==> src/rtl/saikoro_pkg.sv <==
// Shared lamp encoding for the saikoro die and its reader.
// Face patterns, face value width and reader FSM state type.
package saikoro_pkg;

    localparam int FACE_W = 3;

    localparam logic [6:0] LAMP_BLANK = 7'b0000000;
    localparam logic [6:0] LAMP_F1    = 7'b0001000;
    localparam logic [6:0] LAMP_F2    = 7'b1000001;
    localparam logic [6:0] LAMP_F3    = 7'b0011100;
    localparam logic [6:0] LAMP_F4    = 7'b1010101;
    localparam logic [6:0] LAMP_F5    = 7'b1011101;
    localparam logic [6:0] LAMP_F6    = 7'b1110111;

    typedef enum logic [1:0] {
        ST_IDLE,
        ST_QUAL,
        ST_WAIT_CHG
    } rd_state_e;

endpackage

==> src/rtl/saikoro_reader_if.sv <==
// Decoded-face valid/ready channel of the saikoro reader.
// master drives the face, slave is the consumer.
interface saikoro_reader_if;
    import saikoro_pkg::*;

    logic [FACE_W-1:0] out_value;
    logic              out_valid;
    logic              out_ready;

    modport master (
        output out_value,
        output out_valid,
        input  out_ready
    );

    modport slave (
        input  out_value,
        input  out_valid,
        output out_ready
    );

endinterface

==> src/rtl/saikoro_lamp_dec.sv <==
// Combinational pip-pattern decoder: 7-bit lamp to face value.
// value is 0 unless is_face; blank is reported separately.
module saikoro_lamp_dec
    import saikoro_pkg::*;
(
    input  logic [6:0]        lamp_i,
    output logic [FACE_W-1:0] value_o,
    output logic              is_face_o,
    output logic              is_blank_o
);

    always_comb begin
        value_o    = '0;
        is_face_o  = 1'b1;
        is_blank_o = 1'b0;
        case (lamp_i)
            LAMP_F1:    value_o = 3'd1;
            LAMP_F2:    value_o = 3'd2;
            LAMP_F3:    value_o = 3'd3;
            LAMP_F4:    value_o = 3'd4;
            LAMP_F5:    value_o = 3'd5;
            LAMP_F6:    value_o = 3'd6;
            LAMP_BLANK: begin
                is_face_o  = 1'b0;
                is_blank_o = 1'b1;
            end
            default:    is_face_o = 1'b0;
        endcase
    end

endmodule

==> src/rtl/saikoro_reader.sv <==
// Saikoro lamp reader: debounce, decode, single-entry valid/ready output.
// Define SAIKORO_READER_HIST_EN to build the per-face roll histogram.
module saikoro_reader
    import saikoro_pkg::*;
#(
    parameter int STABLE_CYCLES = 4,
    parameter int CNT_W         = 8
) (
    input  logic             ck,
    input  logic             reset,
    input  logic [6:0]       lamp,
    saikoro_reader_if.master out_if,
    output logic             err,
    output logic             ovf,
    input  logic [2:0]       hist_sel,
    output logic [CNT_W-1:0] hist_count
);

    localparam logic [7:0] STAB_TGT = 8'(STABLE_CYCLES);

    rd_state_e         state_q, state_d;
    logic [6:0]        lamp_q;
    logic [6:0]        cand_q, cand_d;
    logic [7:0]        stab_q, stab_d;
    logic [FACE_W-1:0] val_q, val_d;
    logic              vld_q, vld_d;
    logic              err_q, err_d;
    logic              ovf_q, ovf_d;
    logic              acc;
    logic              pop;
    logic [FACE_W-1:0] dec_val;
    logic              dec_face;
    logic              dec_blank;

    always_ff @(posedge ck) begin
        if (reset) begin
            state_q <= ST_IDLE;
            lamp_q  <= LAMP_BLANK;
            cand_q  <= LAMP_BLANK;
            stab_q  <= '0;
            val_q   <= '0;
            vld_q   <= 1'b0;
            err_q   <= 1'b0;
            ovf_q   <= 1'b0;
        end else begin
            state_q <= state_d;
            lamp_q  <= lamp;
            cand_q  <= cand_d;
            stab_q  <= stab_d;
            val_q   <= val_d;
            vld_q   <= vld_d;
            err_q   <= err_d;
            ovf_q   <= ovf_d;
        end
    end

    // Any change restarts qualification; with a target of 1 it accepts at once.
    always_comb begin
        state_d = state_q;
        cand_d  = cand_q;
        stab_d  = stab_q;
        acc     = 1'b0;
        if (lamp_q != cand_q) begin
            cand_d = lamp_q;
            stab_d = 8'd1;
            if (STAB_TGT == 8'd1) begin
                acc     = 1'b1;
                state_d = ST_WAIT_CHG;
            end else begin
                state_d = ST_QUAL;
            end
        end else if (state_q == ST_QUAL) begin
            if (stab_q + 8'd1 >= STAB_TGT) begin
                stab_d  = STAB_TGT;
                acc     = 1'b1;
                state_d = ST_WAIT_CHG;
            end else begin
                stab_d = stab_q + 8'd1;
            end
        end
    end

    saikoro_lamp_dec u_dec (
        .lamp_i     (cand_d),
        .value_o    (dec_val),
        .is_face_o  (dec_face),
        .is_blank_o (dec_blank)
    );

    assign pop = vld_q && out_if.out_ready;

    always_comb begin
        val_d = val_q;
        vld_d = vld_q;
        ovf_d = ovf_q;
        err_d = acc && !dec_face && !dec_blank;
        if (acc && dec_face) begin
            if (!vld_q || pop) begin
                val_d = dec_val;
                vld_d = 1'b1;
            end else begin
                ovf_d = 1'b1;
            end
        end else if (pop) begin
            vld_d = 1'b0;
        end
    end

    assign out_if.out_value = val_q;
    assign out_if.out_valid = vld_q;
    assign err              = err_q;
    assign ovf              = ovf_q;

`ifdef SAIKORO_READER_HIST_EN
    localparam logic [CNT_W-1:0] CNT_MAX = '1;

    logic [CNT_W-1:0] cnt_q [6];
    logic [2:0]       cnt_idx;

    assign cnt_idx = dec_val - 3'd1;

    // Dropped faces still count: the histogram tracks rolls, not deliveries.
    always_ff @(posedge ck) begin
        if (reset) begin
            for (int i = 0; i < 6; i++) cnt_q[i] <= '0;
        end else if (acc && dec_face && cnt_q[cnt_idx] != CNT_MAX) begin
            cnt_q[cnt_idx] <= cnt_q[cnt_idx] + CNT_W'(1);
        end
    end

    always_comb begin
        hist_count = '0;
        if (hist_sel >= 3'd1 && hist_sel <= 3'd6) begin
            hist_count = cnt_q[hist_sel - 3'd1];
        end
    end
`else
    logic unused_hist_sel;

    assign unused_hist_sel = ^hist_sel;
    assign hist_count      = '0;
`endif

endmodule

==> src/flat_wrapper.sv <==
// flat-port wrapper written by rule: the top's interface ports become plain ports
module saikoro_reader_flat import saikoro_pkg::*;
#(
    parameter int STABLE_CYCLES = 4,
    parameter int CNT_W         = 8
)
  (ck, reset, lamp, err, ovf, hist_sel, hist_count, out_if_out_value, out_if_out_valid, out_if_out_ready);
  saikoro_reader_if out_if_i ();
  input  logic ck;
  input  logic reset;
  input  logic [6:0] lamp;
  output logic err;
  output logic ovf;
  input  logic [2:0] hist_sel;
  output logic [CNT_W-1:0] hist_count;
  output wire logic [$bits(out_if_i.out_value)-1:0] out_if_out_value;
  output wire logic [$bits(out_if_i.out_valid)-1:0] out_if_out_valid;
  input wire logic [$bits(out_if_i.out_ready)-1:0] out_if_out_ready;
  assign out_if_out_value = out_if_i.out_value;
  assign out_if_out_valid = out_if_i.out_valid;
  assign out_if_i.out_ready = out_if_out_ready;
  saikoro_reader #(.STABLE_CYCLES(STABLE_CYCLES), .CNT_W(CNT_W)) u_core (.ck(ck), .reset(reset), .lamp(lamp), .out_if(out_if_i), .err(err), .ovf(ovf), .hist_sel(hist_sel), .hist_count(hist_count));
endmodule
==> config.mk <==
export PLATFORM = sky130hd
export DESIGN_NAME = saikoro_reader_flat
export DESIGN_NICKNAME = d
export VERILOG_FILES = /design/src/rtl/saikoro_pkg.sv /design/src/rtl/saikoro_reader_if.sv /design/src/rtl/saikoro_lamp_dec.sv /design/src/rtl/saikoro_reader.sv /design/src/flat_wrapper.sv
export SDC_FILE = /design/constraint.sdc
export NUM_CORES = 1
export LEC_CHECK = 0
export CAP_MARGIN = 20
export CORE_AREA = 2 2 56 58
export DETAILED_ROUTE_END_ITERATION = 10
export DIE_AREA = 0 0 58 60
export GPL_TIMING_DRIVEN = 0
export PLACE_DENSITY_LB_ADDON = 0.3
export REMOVE_ABC_BUFFERS = 1
export SETUP_SLACK_MARGIN = 0.2
export SLEW_MARGIN = 15
export SYNTH_ARGS = -nofsm -noshare
export SYNTH_HDL_FRONTEND = slang
export SYNTH_SLANG_ARGS = --single-unit
==> constraint.sdc <==
create_clock -name ck -period 3.7 [get_ports ck]
set_input_delay 0.555 -clock ck [delete_from_list [all_inputs] [get_ports ck]]
set_output_delay 0.555 -clock ck [all_outputs]
set_load 0.05 [all_outputs]
==> reports/metrics.cfg <==
[synthesis]
synth_cell_type_count=38
synth_common_cells=30 x dfxtp_1, 16 x nor2b_1, 10 x nor2_1, 9 x nand2_1
synth_most_common_cell=dfxtp_1
ys_async_sr_fraction=0
synth_edf_count=0
ys_ff_latch=30
synth.area.top_cells=dfxtp_1 44%, nor2b_1 7.4%, buf_4 4.4%, nand2b_1 3.2%, xnor2_1 3.2%
synthCells=149
synth-adder-area-share=0.009200
synth_top_family_by_area=simple AND/OR/NAND/NOR gates
synth.avg_cell_area_um2=9.128
seq_area_frac_synth=0.4416
synthSimpleGateAreaFrac=0.2962
yosysWarnings=0
synth_area_mm2=0.001360
synth_xor_area_frac=0.05796
synth_top_area_share=0.4416
synth_area_leader_cell=dfxtp_1
ys.flop_type=dfxtp_1
synth_mux_area_frac=0.02208
synth_compound_area_frac=0.1003

[sta]
relSlewSlack=0.4795
skew_ns=0.007720
rsz0062_at_grt=false
maxSlewViolCount=0
min_period_ns=2.039
min_period_over_period=0.5512
setup_viol=0
worst_pin_slew_ns=0.7784
finalSetupTns_ns=0
hold_viol_final=0
clock.fmax_mhz=490.3

[clocking]
clock_sinks=30
clock_latency_ns=0.33
htreeDepth=2
cts.root.buffer_cell=clkbuf_4
cts_tree=done
postCtsHoldBufs=0
cts.clk_slew.worst_paths_ns=0.08
cts_made_buffers=5
cts_setup_buffers=0
cts_resized=0
ctsLongestPathBuffers=2

[routing]
wl_met3_um=148
firstDrtPassIters=4
wl_um=2416
dr_wl_met2_um=1143
highest_layer=met4
wl_per_cell_um=12.20
wl_met1_um=1067
vias=1028
drc=0
viasPerCell=5.192
drt_iter0_drc=19
drtAntennaViolNets=0

[setup_path]
crit_arrival_ns=1.48
path_delay_family=buffers and inverters
path_buf_inv=1
startpoint_type=flip-flop
critPathMaxStageDelay_ns=0.81
path_class=flip-flop to primary output
crit_slowest_cell=clkdlybuf4s50_1
critPathMaxFanout=2
required_ns=3.14
worstSetupStartpoint=u_core.out_if.out_value[2]$_SDFFE_PP0P_
r2r-start=u_core.lamp_q[5]$_SDFF_PP0_
path_cells=clkdlybuf4s50_1
cp-end-kind=primary output

[grt]
grtUsageTotal=0.1667
grt_max_degree=26
grt_pass1_wl_um=4229
gr-total-overflow=0
antenna_found_initial=0
grt_pass1_vias=966

[pwr]
vdd_drop_max_uv=250.7
leakagePower_nw=0.5633
p_per_area_mw_per_mm2=393.9
total_power_mw=0.6091

[die]
dieArea_mm2=0.003480
core_area_mm2=0.002903
rows=20
initial_utilization=0.4685
die_w_um=58
ioPinCount=27
die_y_um=60

[finish]
area_delta_synth_final_pct=13.71
antennaDiodeCount=0
fillers=271
fin_nets=178
multi_input_area_um2=690.7
regArea_um2=600.6
drive_gt1_frac=0.06667

[min_path]
min-delay-start=u_core.out_if.out_value[1]$_SDFFE_PP0P_
hp-class=flip-flop to flip-flop

[placed_design]
hpwl_um=1752
port_buffers=15
gp_congestion=0.9303

[outcome]
outcome=completed

[flow_run]
cap_violations=0

-- kinds of logic (layout without fill, tap and decap cells) --
kind of cell             after synthesis  in the layout
AO/OA/AOI/OAI                         20             20
adder cells (fa/ha/maj)                1              1
buffers and inverters                 15             24
flip-flops                            30             30
multiplexers                           3              3
AND/OR/NAND/NOR                       70             70
XOR/XNOR                               9              9
other                                  1              8
-- final timing paths --
path / depth (start not counted) / slack [ns] / endpoint
max reg2reg: 5 / 1.72 / u_core.out_if.out_value[0]$_SDFFE_PP0P_
min reg2reg: 2 / 0.48 / u_core.out_if.out_value[1]$_SDFFE_PP0P_
max: 1 / 1.66 / out_if_out_value[2]
min: 2 / 0.48 / u_core.out_if.out_value[1]$_SDFFE_PP0P_
-- through the flow --
stage | hold slack (ns) | util | instances | setup WS (ns) | area [um2]
finish | 0.4765 | 0.5328 | 198 | 1.661 | 1546
global route | 0.5090 | 0.5328 | 198 | 1.574 | 1546
CTS | 0.4848 | 0.5328 | 198 | 1.637 | 1546
detailed placement | 0.4661 | 0.5121 | 190 | 1.531 | 1486
global placement | 0.4627 | 0.5121 | 190 | 1.545 | 1486
floorplan | 0.4564 | - | 142 | 1.921 | 1295
-- report_power, final --
group	switching [mW]	internal, mW	total (mW)
Clock	0.107	0.0919	0.199
Combinational	0.0417	0.0260	0.0678
Sequential	0.0107	0.332	0.342
Total	0.159	0.450	0.609
-- cell type report --
class	count	share of cell area
multi-input combinational	111	0.4466
clock inverter	1	0.003236
sequential	30	0.3884
clock buffer	7	0.03560
tap	33	0.02670
inverter	1	0.002427
timing repair buffer	15	0.09709
-- flip-flops by register name, indices dropped and copies added, names as in the netlist --
| signal | count |
|---|---|
| u_core.stab_q | 8 |
| u_core.cand_q | 7 |
| u_core.lamp_q | 7 |
| u_core.out_if.out_value | 3 |
| u_core.state_q | 2 |
| u_core.err | 1 |
| u_core.out_if.out_valid | 1 |
| u_core.ovf | 1 |
-- layout by cell type (no fill, tap or decap), types with 2 or more instances in the layout --
cell type and n:
and2_1 2, mux2i_1 3, dfxtp_1 30, a31oi_1 3, and3_1 3, o22ai_1 2
clkbuf_4 5, xor2_1 4, conb_1 8, nand2_1 9, nand2b_1 7, or4_1 2
xnor2_1 5, nand4_1 4, nor3_1 8, nand3_1 4, nor2_1 10, clkdlybuf4s50_1 15
nor2b_1 16, a21oi_1 4, o21ai_0 3
-- metal layers --
metal | vias up | global-route usage
met1 | 452 | 0.1860
met4 | 0 | 0.09967
li1 | 529 | -
met2 | 41 | 0.2630
met3 | 6 | 0.07359
met5 | - | 0
(Power assumes the default switching activity.)
==> edit 1 (config.mk and constraints unchanged) <==
Set the package constant `FACE_W` to 6 (it was 3).
--- a/src/rtl/saikoro_pkg.sv
+++ b/src/rtl/saikoro_pkg.sv
@@ -3,5 +3,5 @@
 package saikoro_pkg;
 
-    localparam int FACE_W = 3;
+    localparam int FACE_W = 6;
 
     localparam logic [6:0] LAMP_BLANK = 7'b0000000;
Ports: changed (resized out_if_out_value); port bits go from 27 to 30. The function was not compared with the original's and may differ.
==> edit 1 against the unedited design <==
Routed wire length shrank 1.1%. Total power grew 0.46%. Design area shrank 2.5%. Core utilization shrank 1.3 points. Sequential share of layout area grew 1.0 points. Setup slack lost 200 ps. Sequential cell count is the same. Global-route usage shrank 0.88 points. Synthesized area shrank 3.8%. First-iteration DRC count grew 140%. Largest power group unchanged.
==> edit 1: results (changes against the unedited design) <==
** Status
- The run finished with clean final reports.

** Pwr
- Part of the total power dissipated in combinational logic :: 11.9% (+0.8 points)
- The clock network fraction of total power is 32.5% (-0.2 points).
- The peak supply drop came to 221 uV (-12%).
- The internal power of the cells is 0.447 mW (-0.51%).

** STA
- The maximum achievable frequency was 446 MHz (-9.1%).
- Rel. slew slack :: 51.7% (+3.8 points)
- Worst slack on hold paths :: 463 ps (-13.6 ps)
- Layout Skew :: 7.44 ps (-0.277 ps)

** Drt
- The average detailed-routed wire length per instance came to 12.3 um (+0.40%).
- Number of violations reported at the end of detailed-routing iteration 0 :: 45 (+26)
- The total routed wirelength came to 2390 um (-1.1%).

** Place
- The post-place instance area was 1450 um2 (-2.6%).
- Weighted congestion reported at the end of routability-driven placement :: 0.783 (-16%)
- Pre-CTS setup slack :: 1150 ps (-384 ps)

** Finish
- Synthesis-to-layout area growth :: 15.2%
- The number of fill cells in the layout came to 278 (+2.6%).
- Layout multi-input combinational cell count :: 107 (-3.6%)
- The sequential share of cell area is 39.8% (+1.0 points).
- The proportion of cell area spent on the clock network is 3.98% (+0.10 points).
- The count of inverters other than clock inverters in the layout is 2 (+1).
- Layout Nets :: 175 (-1.7%)

** Synth
- The total standard cell area after synthesis is 1310 um2 (-3.8%).
- Post-synth top cells :: sky130_fd_sc_hd__dfxtp_1, sky130_fd_sc_hd__nor2b_1, sky130_fd_sc_hd__nand2_1
- The average cell area after synthesis was 9.22 um2 (+0.97%).
- Register area share after synthesis :: 45.9% (+1.7 points)
- The count of cell types in the netlist is 37 (-2.6%).

** Critical path
- In this run the critical register-to-register path is captured at u_core.out_if.out_value[1]$_SDFFE_PP0P_.
- Signal arrival time at the worst endpoint :: 2500 ps (+1020 ps)
- The most critical setup path has its endpoint at u_core.stab_q[2]$_SDFFE_PP0N_.
- The highest fanout seen on the critical path was 22 (+20).
- Endpoint kind of the worst setup timing path :: flop
- The setup slack of the most critical reg-to-reg path was 1800 ps (+80 ps).
- Critical path startpoint :: reset
- Slowest cell delay on critical path :: 780 ps (-30 ps)

** Worst hold path
- Endpoint, Worst Hold :: u_core.out_if.out_value[2]$_SDFFE_PP0P_
- The startpoint identified for the worst hold timing path is u_core.out_if.out_value[2]$_SDFFE_PP0P_.

** Global route
- Number of global-route vias before repair :: 959 (-0.72%)
- Pin count of the biggest net entering global routing :: 23 (-12%)
[edit 1: cell count changes in the layout (fill, tap and decap cells not counted), sizes merged, moves of 2 or more]
cell,before,now
xor2,4,2
nand2,9,12
o21ai,3,5
conb,8,11
nor2,10,8
nor3,8,4
and3b,0,2
xnor2,5,7
nand2b,7,2
[edit 1: kinds of logic after synthesis]
| family | after synthesis | synth area share [%] |
|---|---|---|
| other cells | 1 | 0.287 |
| compound gates | 20 | 10.4 |
| buf+inv | 15 | 7.46 |
| flops | 30 | 45.9 |
| simple gates | 62 | 25.8 |
| fa+ha+maj | 1 | 0.956 |
| mux | 4 | 3.15 |
| xor+xnor | 9 | 6.02 |
[edit 1: layer usage]
metal	global-route usage, %	part of all wire (%)	vias to the layer above	routed length, um
li1	-	-	510	-
met1	17.2	43	476	1020
met2	25.8	49	36	1180
met3	4.55	5.6	7	134
met4	12.3	2.3	0	56
met5	0	0	-	0
==> edit 2 (same settings) <==
Without the edit above. Encoding of `rd_state_e`: now one-hot (3 bits for 3 states).
--- a/src/rtl/saikoro_pkg.sv
+++ b/src/rtl/saikoro_pkg.sv
@@ -13,8 +13,8 @@
     localparam logic [6:0] LAMP_F6    = 7'b1110111;
 
-    typedef enum logic [1:0] {
-        ST_IDLE,
-        ST_QUAL,
-        ST_WAIT_CHG
+    typedef enum logic [2:0] {
+        ST_IDLE     = 3'b001,
+        ST_QUAL     = 3'b010,
+        ST_WAIT_CHG = 3'b100
     } rd_state_e;
 
Formal check against the unedited RTL: same outputs for any inputs over 10 cycles, from zero or initial values and one cycle with reset high; not proved beyond that.
==> edit 2 against the unedited design <==
Synthesized area down 0.28%. Design area fell by 1.1%. Via count decreased by 5.2%. Setup slack got worse by 150 ps. Cell count decreased by 4.0%. Clock skew up 4.6 ps. Combinational power is 5.5% lower. Total power is 0.68% higher. Routed wire length decreased by 7.2%. Sequential cell count is 1 higher.
==> edit 2: results (changes against the unedited design) <==
** Drt
- Number of violations reported at the end of detailed-routing iteration 0 :: 31 (+12)
- The via total after detailed routing is 975 (-5.2%).
- The total routed wirelength was 2240 um (-7.2%).
- Detail-routed via count per cell :: 5.13 (-1.2%)

** Pwr
- Internal power summed over all cells :: 0.456 mW (+1.3%)
- VDD IR-drop max :: 270 uV (+7.9%)
- Clock share of power :: 31.8% (-0.9 points)
- The static leakage was 0.590 nW (+4.7%).

** Finish
- The share of layout cells above drive strength 1 is 7.01% (+0.34 points).
- Fill cells :: 279 (+3.0%)
- The count of nets after finishing came to 171 (-3.9%).

** Worst hold path
- Startpoint of the lowest-slack hold path :: u_core.state_q[0]$_SDFFE_PP1P_

** Synth
- The portion of the post-synthesis area used by sequential elements is 45.8% (+1.6 points).
- Top area cells in the synthesized netlist :: sky130_fd_sc_hd__dfxtp_1, sky130_fd_sc_hd__nor2b_1, sky130_fd_sc_hd__xnor2_1, sky130_fd_sc_hd__buf_4, sky130_fd_sc_hd__and2_1
- Post-synth top cells :: sky130_fd_sc_hd__dfxtp_1, sky130_fd_sc_hd__nor2b_1, sky130_fd_sc_hd__nor2_1

** Global route
- GR met1 Demand/Resource :: 16.0% (-2.6 points)
- The global routing usage summed across all routing layers was 14.6% (-2.0 points).
- Number of global-route vias before repair :: 860 (-11%)
- Met2 usage in global routing :: 24.8% (-1.5 points)
- The met3 capacity usage during global routing came to 6.49% (-0.87 points).
- Global-route wire length before repair :: 3710 um (-12%)

** Critical path
- Reg-to-Reg Start :: u_core.lamp_q[4]$_SDFF_PP0_
- The critical path arrival was 2400 ps (+920 ps).
- Critical path startpoint :: reset
- The highest fanout seen on the critical path was 25 (+23).

** STA
- The setup clock skew after layout was 12.4 ps (+4.64 ps).
- Fraction of the cycle the final worst path needs :: 59.2% (+4.1 points)
- Worst slack on hold paths :: 459 ps (-17.3 ps)
- Rel. slew slack :: 44.7% (-3.3 points)

** Place
- The number of instances in the placed design is 183 (-3.7%).
- The count of port buffers added during placement came to 15 (unchanged).
- Weighted congestion reported at the end of routability-driven placement :: 0.732 (-21%)
- The minimum setup slack after placement was 1170 ps (-364 ps).
- The post-place instance area is 1470 um2 (-0.93%).
- The half-perimeter wire length after detailed placement is 1690 um (-3.7%).

** Clocking
- Clk slew on worst S/H paths :: 100 ps (+20 ps)
- The number of buffers inserted to repair setup after CTS was 0 (unchanged).

** Status
- The flow ran to the end, and the final reports show no timing, DRC or antenna violations.
==> edit 2: area by class of cell <==
| type | count | area (um2) | area share (%) |
|---|---|---|---|
| multi-input combinational | 104 | 661 | 43.2 |
| clock inverter | 1 | 5.00 | 0.327 |
| tap | 33 | 41.3 | 2.70 |
| clock buffer | 6 | 51.3 | 3.36 |
| timing repair buffer | 15 | 150 | 9.82 |
| sequential | 31 | 621 | 40.6 |
==> edit 2: worst paths after layout <==
kind | to | depth (start not counted)
worst max-delay path | u_core.err$_SDFF_PP0_ | 3
worst max register to register | u_core.out_if.out_value[1]$_SDFFE_PP0P_ | 5
worst min register to register | u_core.state_q[0]$_SDFFE_PP1P_ | 1
worst min-delay path | u_core.state_q[0]$_SDFFE_PP1P_ | 1
==> edit 2: worst max-delay path, stage by stage <==
cell	delay, ps
sky130_fd_sc_hd__clkdlybuf4s50_1	840
sky130_fd_sc_hd__or3_1	640
sky130_fd_sc_hd__a2111oi_0	370
==> edit 2: cells by family after synthesis <==
logic type,after synthesis,synth area share [%]
buffers and inverters,16,7.47
AND/OR/NAND/NOR,66,27.8
adder cells (fa/ha/maj),1,0.922
AO/OA/AOI/OAI,18,9.96
XOR/XNOR,8,5.17
flip-flops,31,45.8
multiplexers,3,2.67
other,1,0.276
==> edit 2: power by group through the flow <==
stage / logic [mW] / registers [mW] / clock network, mW
after floorplan: 0.0463 / 0.359 / 0
after global placement: 0.0625 / 0.361 / 0
after detailed placement: 0.0640 / 0.362 / 0
after CTS: 0.0643 / 0.354 / 0.202
after global routing: 0.0702 / 0.356 / 0.216
final: 0.0641 / 0.354 / 0.195
==> edit 2: per-layer routing <==
layer  vias to the layer above  part of all wire (%)
li1                        499                     -
met1                       454                    44
met2                        19                    49
met3                         3                   5.1
met4                         0                   1.3
met5                         -                     0
